File: src/rtl/game_pkg.sv
// Shared game constants and the missile controller state encoding.
// Default parameter values live here so every block agrees on them.
package game_pkg;

  typedef enum logic [1:0] {
    IDLE = 2'd0,
    FLY  = 2'd1,
    COOL = 2'd2
  } state_e;

  localparam int STEP_DIV_D  = 1000;
  localparam int STEP_D      = 4;
  localparam int COOLDOWN_D  = 2000;
  localparam int X_OFFSET_D  = 20;
  localparam int MISSILE_H_D = 16;
  localparam int Y_TOP_D     = 0;

endpackage

File: src/rtl/ctl_missile_pl_if.sv
// Player-side inputs and missile sprite outputs of the missile controller.
// master drives the player/enemy inputs, slave is the controller.
interface ctl_missile_pl_if;

  logic        fire_btn;
  logic [10:0] xpos_player;
  logic [10:0] ypos_player;
  logic        hit;
  logic [10:0] xpos_missile;
  logic [10:0] ypos_missile;
  logic        on_missile;

  modport master (
    output fire_btn, xpos_player, ypos_player, hit,
    input  xpos_missile, ypos_missile, on_missile
  );

  modport slave (
    input  fire_btn, xpos_player, ypos_player, hit,
    output xpos_missile, ypos_missile, on_missile
  );

endinterface

File: src/rtl/ctl_missile_pl_tick_gen.sv
// Step-rate divider: counts enabled cycles, pulses tick on the last one.
// clr restarts the period so a fresh flight gets a full first step.
module tick_gen #(
  parameter int DIV = game_pkg::STEP_DIV_D
) (
  input  logic pclk,
  input  logic rst,
  input  logic clr,
  input  logic en,
  output logic tick
);

  logic [31:0] cnt_q;

  assign tick = en && (cnt_q == 32'(DIV - 1));

  // period counter, wraps to 0 after the tick cycle
  always_ff @(posedge pclk) begin
    if (rst || clr)
      cnt_q <= '0;
    else if (en)
      cnt_q <= tick ? '0 : cnt_q + 32'd1;
  end

endmodule

File: src/rtl/ctl_missile_pl.sv
// Player missile controller: launch on fire edge, climb in steps,
// end on hit or top of screen, then hold off relaunch for a cooldown.
module ctl_missile_pl
  import game_pkg::*;
#(
  parameter int STEP_DIV  = STEP_DIV_D,
  parameter int STEP      = STEP_D,
  parameter int COOLDOWN  = COOLDOWN_D,
  parameter int X_OFFSET  = X_OFFSET_D,
  parameter int MISSILE_H = MISSILE_H_D,
  parameter int Y_TOP     = Y_TOP_D
) (
  input  logic pclk,
  input  logic rst,
  ctl_missile_pl_if.slave bus
);

  localparam logic [10:0] X_OFF   = 11'(X_OFFSET);
  localparam logic [10:0] H_OFF   = 11'(MISSILE_H);
  localparam logic [10:0] STEP_PX = 11'(STEP);
  localparam logic [10:0] Y_MIN_L = 11'(MISSILE_H + Y_TOP);
  localparam logic [10:0] Y_MIN_S = 11'(Y_TOP + STEP);
  localparam logic [31:0] CD_LOAD = 32'(COOLDOWN - 1);

  state_e      state_q, state_d;
  logic [10:0] x_q, x_d;
  logic [10:0] y_q, y_d;
  logic        on_q, on_d;
  logic [31:0] cool_q, cool_d;
  logic        btn_q;
  logic        fire_rise;
  logic        launch;
  logic        tick;

  assign fire_rise = bus.fire_btn & ~btn_q;

  tick_gen #(
    .DIV (STEP_DIV)
  ) u_tick (
    .pclk (pclk),
    .rst  (rst),
    .clr  (launch),
    .en   (state_q == FLY),
    .tick (tick)
  );

  // button history resets high so a button held through reset never fires
  always_ff @(posedge pclk) begin
    if (rst)
      btn_q <= 1'b1;
    else
      btn_q <= bus.fire_btn;
  end

  // state, missile position and cooldown registers
  always_ff @(posedge pclk) begin
    if (rst) begin
      state_q <= IDLE;
      x_q     <= '0;
      y_q     <= '0;
      on_q    <= 1'b0;
      cool_q  <= '0;
    end else begin
      state_q <= state_d;
      x_q     <= x_d;
      y_q     <= y_d;
      on_q    <= on_d;
      cool_q  <= cool_d;
    end
  end

  // next state; hit beats a simultaneous step tick
  always_comb begin
    state_d = state_q;
    x_d     = x_q;
    y_d     = y_q;
    on_d    = on_q;
    cool_d  = cool_q;
    launch  = 1'b0;
    unique case (state_q)
      IDLE: begin
        if (fire_rise && (bus.ypos_player >= Y_MIN_L)) begin
          state_d = FLY;
          x_d     = bus.xpos_player + X_OFF;
          y_d     = bus.ypos_player - H_OFF;
          on_d    = 1'b1;
          launch  = 1'b1;
        end
      end
      FLY: begin
        if (bus.hit) begin
          state_d = COOL;
          on_d    = 1'b0;
          cool_d  = CD_LOAD;
        end else if (tick) begin
          if (y_q >= Y_MIN_S) begin
            y_d = y_q - STEP_PX;
          end else begin
            state_d = COOL;
            on_d    = 1'b0;
            cool_d  = CD_LOAD;
          end
        end
      end
      COOL: begin
        if (cool_q == '0)
          state_d = IDLE;
        else
          cool_d = cool_q - 32'd1;
      end
      default: state_d = IDLE;
    endcase
  end

  assign bus.xpos_missile = x_q;
  assign bus.ypos_missile = y_q;
  assign bus.on_missile   = on_q;

endmodule

File: src/flat_wrapper.sv
// flat-port wrapper written by rule: the top's interface ports become plain ports
module ctl_missile_pl_flat import game_pkg::*;
#(
  parameter int STEP_DIV  = STEP_DIV_D,
  parameter int STEP      = STEP_D,
  parameter int COOLDOWN  = COOLDOWN_D,
  parameter int X_OFFSET  = X_OFFSET_D,
  parameter int MISSILE_H = MISSILE_H_D,
  parameter int Y_TOP     = Y_TOP_D
)
  (pclk, rst, bus_fire_btn, bus_xpos_player, bus_ypos_player, bus_hit, bus_xpos_missile, bus_ypos_missile, bus_on_missile);
  ctl_missile_pl_if bus_i ();
  input  logic pclk;
  input  logic rst;
  input wire logic [$bits(bus_i.fire_btn)-1:0] bus_fire_btn;
  input wire logic [$bits(bus_i.xpos_player)-1:0] bus_xpos_player;
  input wire logic [$bits(bus_i.ypos_player)-1:0] bus_ypos_player;
  input wire logic [$bits(bus_i.hit)-1:0] bus_hit;
  output wire logic [$bits(bus_i.xpos_missile)-1:0] bus_xpos_missile;
  output wire logic [$bits(bus_i.ypos_missile)-1:0] bus_ypos_missile;
  output wire logic [$bits(bus_i.on_missile)-1:0] bus_on_missile;
  assign bus_i.fire_btn = bus_fire_btn;
  assign bus_i.xpos_player = bus_xpos_player;
  assign bus_i.ypos_player = bus_ypos_player;
  assign bus_i.hit = bus_hit;
  assign bus_xpos_missile = bus_i.xpos_missile;
  assign bus_ypos_missile = bus_i.ypos_missile;
  assign bus_on_missile = bus_i.on_missile;
  ctl_missile_pl #(.STEP_DIV(STEP_DIV), .STEP(STEP), .COOLDOWN(COOLDOWN), .X_OFFSET(X_OFFSET), .MISSILE_H(MISSILE_H), .Y_TOP(Y_TOP)) u_core (.pclk(pclk), .rst(rst), .bus(bus_i));
endmodule
File: config.mk
export PLATFORM = sky130hd
export DESIGN_NAME = ctl_missile_pl_flat
export DESIGN_NICKNAME = d
export VERILOG_FILES = /design/src/rtl/game_pkg.sv /design/src/rtl/ctl_missile_pl_if.sv /design/src/rtl/ctl_missile_pl_tick_gen.sv /design/src/rtl/ctl_missile_pl.sv /design/src/flat_wrapper.sv
export SDC_FILE = /design/constraint.sdc
export NUM_CORES = 1
export LEC_CHECK = 0
export ABC_AREA = 1
export BUFFER_PORTS_ARGS = -buffer_cell sky130_fd_sc_hd__buf_2
export CAP_MARGIN = 40
export CORE_ASPECT_RATIO = 0.6
export CORE_MARGIN = 2
export CORE_UTILIZATION = 50
export DETAILED_ROUTE_END_ITERATION = 8
export PLACE_DENSITY_LB_ADDON = 0.25
export SETUP_SLACK_MARGIN = 0.1
export SLEW_MARGIN = 20
export SYNTH_ARGS = -nofsm -noshare
export SYNTH_HDL_FRONTEND = slang
export SYNTH_SLANG_ARGS = --single-unit
File: constraint.sdc
create_clock -name pclk -period 3.1 [get_ports pclk]
set_input_delay 0.31 -clock pclk [delete_from_list [all_inputs] [get_ports pclk]]
set_output_delay 0.31 -clock pclk [all_outputs]
set_load 0.05 [all_outputs]
After elaboration in Yosys (flattened, before gate mapping)
Index checks and enable logic that the tools add are counted.
{"block": "op_classes", "add_sub_neg": 5, "multipliers": 0, "div": 0, "magnitude_cmp": 2, "n_eq_ne": 11, "n_shift": 0, "mux": 24, "n_bitwise": 2, "reduce_logical": 12}
{"op": "2-to-1 mux 32 bit", "count": 5}
{"op": "one-hot mux 32 bit (2 select lines)", "count": 1}
{"op": "2-to-1 mux 11 bit", "count": 4}
{"op": "adder 32 x 1 -> 32 bit (second input constant)", "count": 1}
{"op": "equality test 32 x 10 -> 1 bit (second input constant)", "count": 1}
{"op": "zero test 32 bit", "count": 1}
{"op": "subtractor 32 x 1 -> 32 bit (second input constant)", "count": 1}
{"op": "one-hot mux 11 bit (2 select lines)", "count": 1}
{"op": "AND reduction 4 bit", "count": 3}
{"op": "adder 11 x 5 -> 11 bit (second input constant)", "count": 1}
{"op": ">= comparator 11 x 3 -> 1 bit (second input constant)", "count": 1}
{"op": ">= comparator 11 x 5 -> 1 bit (second input constant)", "count": 1}
{"op": "subtractor 11 x 3 -> 11 bit (second input constant)", "count": 1}
{"op": "subtractor 11 x 5 -> 11 bit (second input constant)", "count": 1}
{"op": "2-to-1 mux 2 bit", "count": 5}
{"op": "!= test 2 x 1 -> 1 bit (second input constant)", "count": 4}
{"op": "2-to-1 mux 1 bit", "count": 6}
{"op": "one-hot mux 2 bit (3 select lines)", "count": 1}
{"op": "AND reduction 5 bit", "count": 1}
{"op": "!= test 2 bit (second input constant)", "count": 2}
{"op": "nonzero test 2 bit", "count": 2}
{"op": "!= test 3 x 2 -> 1 bit (second input constant)", "count": 1}
{"op": "!= test 3 bit (second input constant)", "count": 1}
{"op": "equality test 2 x 1 -> 1 bit (second input constant)", "count": 1}
{"op": "other kinds (8)", "count": 9}
{"block": "word_totals", "ff_bits": 90, "latchBits": 0, "ramBits": 0, "rom_bits": 0, "inputBits": 26, "out_inout_bits": 23, "elab_cells": 63, "memories": 0}

Longest topological paths before layout
{"block": "depth", "word_depth": 6, "ltp_mapped": 14, "depth_no_buf": 13}

By module
Synthesis repeated with hierarchy kept, for this count alone.
{"block": "hier_totals", "hier_cells": 928, "area_unflattened_um2": 5611.6}
{"mod": "ctl_missile_pl", "instances": 1, "cells_per_inst": 610, "area_per_inst_um2": 3691.0, "seq_area_each_um2": 1161.1}
{"mod": "tick_gen", "instances": 1, "cells_per_inst": 318, "area_per_inst_um2": 1920.6, "seq_area_each_um2": 640.6}

Least setup slack after synthesis
No wires, ideal clock.
{"block": "synth_path", "kind": "register -> register", "startpoint": "register u_core.y_q[3], in the netlist u_core.bus.ypos_missile[3]", "endpoint": "register u_core.cool_q[30]", "setup_ps": 70, "arrival_ps": 1771, "t_required_ps": 3030, "slack_ps": 1259, "stages_incl_launch_ff": 15, "path_buffers": 1, "synth_period_minus_slack_ps": 1841, "cell_sequence": "dfxtp_1 > inv_1 > ha_1 > nand2_1 > nor2_1 > nand2_1 > nand2_1 > inv_1 > nand2_2 > nand2_4 > nand2_8 > inv_8 > buf_12 > nand2_2 > a21oi_2"}
{"block": "synth_via", "elab_chain_cells": 3}
{"element": "start: declaration", "line": "ctl_missile_pl.sv:27", "source": "logic [10:0] y_q, y_d;"}
{"element": "start signal: assignment", "line": "ctl_missile_pl.sv:66", "source": "y_q <= y_d;"}
{"element": ">= comparator 11 x 3 -> 1 bit", "line": "ctl_missile_pl.sv:96", "source": "if (y_q >= Y_MIN_S) begin"}
{"element": "!= test 3 bit (no line)"}
{"element": "AND reduction 4 bit (no line)"}
{"element": "end signal: assignment", "line": "ctl_missile_pl.sv:68", "source": "cool_q <= cool_d;"}
{"element": "end: declaration", "line": "ctl_missile_pl.sv:29", "source": "logic [31:0] cool_q, cool_d;"}
No other way between the ends.
A chain may end at the register's enable or synchronous reset.

Final worst setup path
{"block": "layout_path", "startpoint": "register u_core.u_tick.cnt_q[0]", "endpoint": "register u_core.y_q[3], in the netlist u_core.bus.ypos_missile[3]"}
{"block": "layout_via", "elab_chain_cells": 4}
{"element": "start: declaration", "line": "ctl_missile_pl_tick_gen.sv:13", "source": "logic [31:0] cnt_q;"}
{"element": "start signal: assignment", "line": "ctl_missile_pl_tick_gen.sv:22", "source": "cnt_q <= tick ? '0 : cnt_q + 32'd1;"}
{"element": "equality test 32 x 10 -> 1 bit", "line": "ctl_missile_pl_tick_gen.sv:15", "source": "assign tick = en && (cnt_q == 32'(DIV - 1));"}
{"element": "logical AND 1 bit", "line": "ctl_missile_pl_tick_gen.sv:15"}
{"element": "!= test 2 x 1 -> 1 bit (no line)"}
{"element": "AND reduction 5 bit (no line)"}
No other way between the ends.

==> flow_summary.yaml <==
timing:
  rsz0062_at_grt: "no"
  whs_ns: 0.187
  min_period_over_period_pct: 74.8
  relSlewSlack_pct: 49.8
  fin_skew_ns: 0.00656
  report.final.setup_viol: 0
  hold_viol: 0
  finalCriticalPeriod_ns: 2.32
  drv_slew: 0
  worst_pin_slew_ns: 0.753
  setup_tns_ns: 0
  setup_slack_ns: 0.782
  fmax_mhz: 431
grt:
  grt_first_pass_wirelength_mm: 24.6
  grt_pass1_vias: 4607
  overflow: 0
  antenna_found_initial: 0
  grt_max_degree: 35
  grt_use_total_pct: 25.4
yosys:
  synth_cell_type_count: 40
  yosys-top-cells-area: "dfxtp_1, nand2_1, nor2_1"
  synthesis.area_mm2: 0.00566
  ys_seq_elements: 90
  synth_nets: 934
  syn_area_per_cell_um2: 6.29
  synth_top_area_share_pct: 31.8
  synth_seq_area_share_pct: 31.8
  synth_top_area_cell: "dfxtp_1"
  synthCells: 901
  yosysWarnings: 0
routing:
  dr_wl_met3_mm: 1.80
  wl_per_cell_um: 13.9
  via_count: 5657
  wl_met1_mm: 8.06
  via_per_inst: 5.20
  wl_mm: 15.1
  ant_nets: 0
  route.met2.wl_mm: 5.13
  maxUsedRoutingLayer: "met4"
  drc_errors: 0
  firstDrtPassIters: 5
  first_iter_violations: 540
place:
  port_buffers: 48
  place_hpwl_mm: 11.3
  placed_cells: 1071
  gp_congestion: 0.976
  pre_cts_ws_ns: 0.874
  postPlaceCellArea_mm2: 0.00596
outcome:
  outcome: "finished, final reports clean"
final_layout:
  drive_above_1_share_pct: 13.5
  final_util_pct: 56.1
  n_antenna_cell: 0
  final_cells: 1087
  nets: 971
  layout_commonest_cell: "nand2_1"
  mostFrequentLayoutCells: "nand2_1, nor2_1, dfxtp_1"
  fin_area_mm2: 0.00627
  syn_to_final_growth_pct: 10.8
pwr:
  powerDensity_mw_per_mm2: 484
  power_mw: 3.03
  irDropWorstVdd_v: 0.000279
  p_leak_nw: 2.76
die:
  die_x_um: 141
  dieArea_mm2: 0.0122
  die_h_um: 86.4
  initial_core_util_pct: 50.6
  ios: 49
  core_mm2: 0.0112
  core.rowCount: 30
clock_tree:
  root_buffer: "clkbuf_16"
  cts_buffer_depth: 2
  post_cts_buffers: 0
  path_clk_slew_ns: 0.07
  cts.htree.levels: 3
  cts_inserted_buffers: 9
  tritoncts: "yes"
  cts_sinks: 90
  clk_latency_ns: 0.34
  cts-resized-gates: 0
  hold_buffers: 0
worst_setup_path:
  critical_path_arrival_ns: 2.55
  rrSetupSlack_ns: 0.78
  crit_chain: "ha_1, nand2_1, inv_1, nand2_1, nor2_1, nand2_1, nor2_4, nand2_2, o21ai_2, inv_1, nor2_1, nor2_1"
  cp_max_fo: 13
  startpoint_type: "flip-flop"
  reg2reg_from: "u_core.u_tick.cnt_q[0]"
  crit_family: "simple AND/OR/NAND/NOR gates"
  slowest_stage: "o21ai_2"
  critical_path_class: "reg2reg"
  cp_num_buf_inv: 2
  critPathCaptureType: "flip-flop"
  crit_required_ns: 3.33
  critical-path-max-stage-delay_ns: 0.45
  crit_start: "u_core.u_tick.cnt_q[0]"
min_path:
  min-delay-start: "bus_fire_btn"
  worstHoldPathType: "in2reg"
flow_run:
  cap_violations: 0
worst paths after layout:
path	to	depth (start not counted)
max	u_core.bus.ypos_missile[3]	12
min	u_core.btn_q	3
max reg2reg	u_core.bus.ypos_missile[3]	12
min reg2reg	u_core.bus.xpos_missile[3]	2
cells by family after synthesis:
group / after synthesis / share of synthesized area, %
DFF: 90 / 31.8
AOI/OAI and AO/OA: 108 / 11.0
buffers and inverters: 113 / 8.46
adders and majority gates: 7 / 1.55
and+or+nand+nor: 553 / 42.5
xor gates and xnor gates: 30 / 4.64
report_power, final:
part | switching, mW | internal (mW) | total [mW] | leakage (nW)
Sequential | 0.0300 | 1.19 | 1.22 | 0.729
Clock | 0.489 | 0.657 | 1.15 | 0.150
Combinational | 0.464 | 0.207 | 0.671 | 1.88
Total | 0.984 | 2.05 | 3.03 | 2.76
registers in the layout (all words and copies together) (netlist names):
register                 flops
u_core.btn_q                 1
u_core.bus.on_missile        1
u_core.bus.xpos_missile     11
u_core.bus.ypos_missile     11
u_core.cool_q               32
u_core.state_q               2
u_core.u_tick.cnt_q         32
tightest hold or removal path: stages:
cell     delay, ns
buf_2         0.09
inv_1         0.05
nand2_1       0.05
cell usage after synthesis, drive strengths merged:
master  instances
clkbuf         13
ha              7
dfxtp          90
nor4            2
a21o            1
o22ai           1
inv            89
nand2         238
nor3           22
nor3b           9
buf            11
a21oi          60
o21bai          5
nand3b          1
nand3          59
or2             7
nor2          200
xor2           24
a22oi           2
nand4           9
a31oi           3
and2            6
xnor2           6
a211oi          2
o21ai          34
routing by layer:
metal	vias up	track usage (%)
li1	2935	-
met1	2461	42.9
met2	252	30.2
met3	9	7.57
met4	0	4.45
met5	-	0
layout make-up:
cell class / instances / area (um2)
fillers: 1119 / 4910
clock buffers: 10 / 239
multi-input cells: 698 / 3380
repair buffers: 50 / 255
flip-flops and latches: 90 / 1800
well taps: 144 / 180
clock inverters: 6 / 72.6
inverters: 89 / 342
Power figures use the tool's default switching activity.
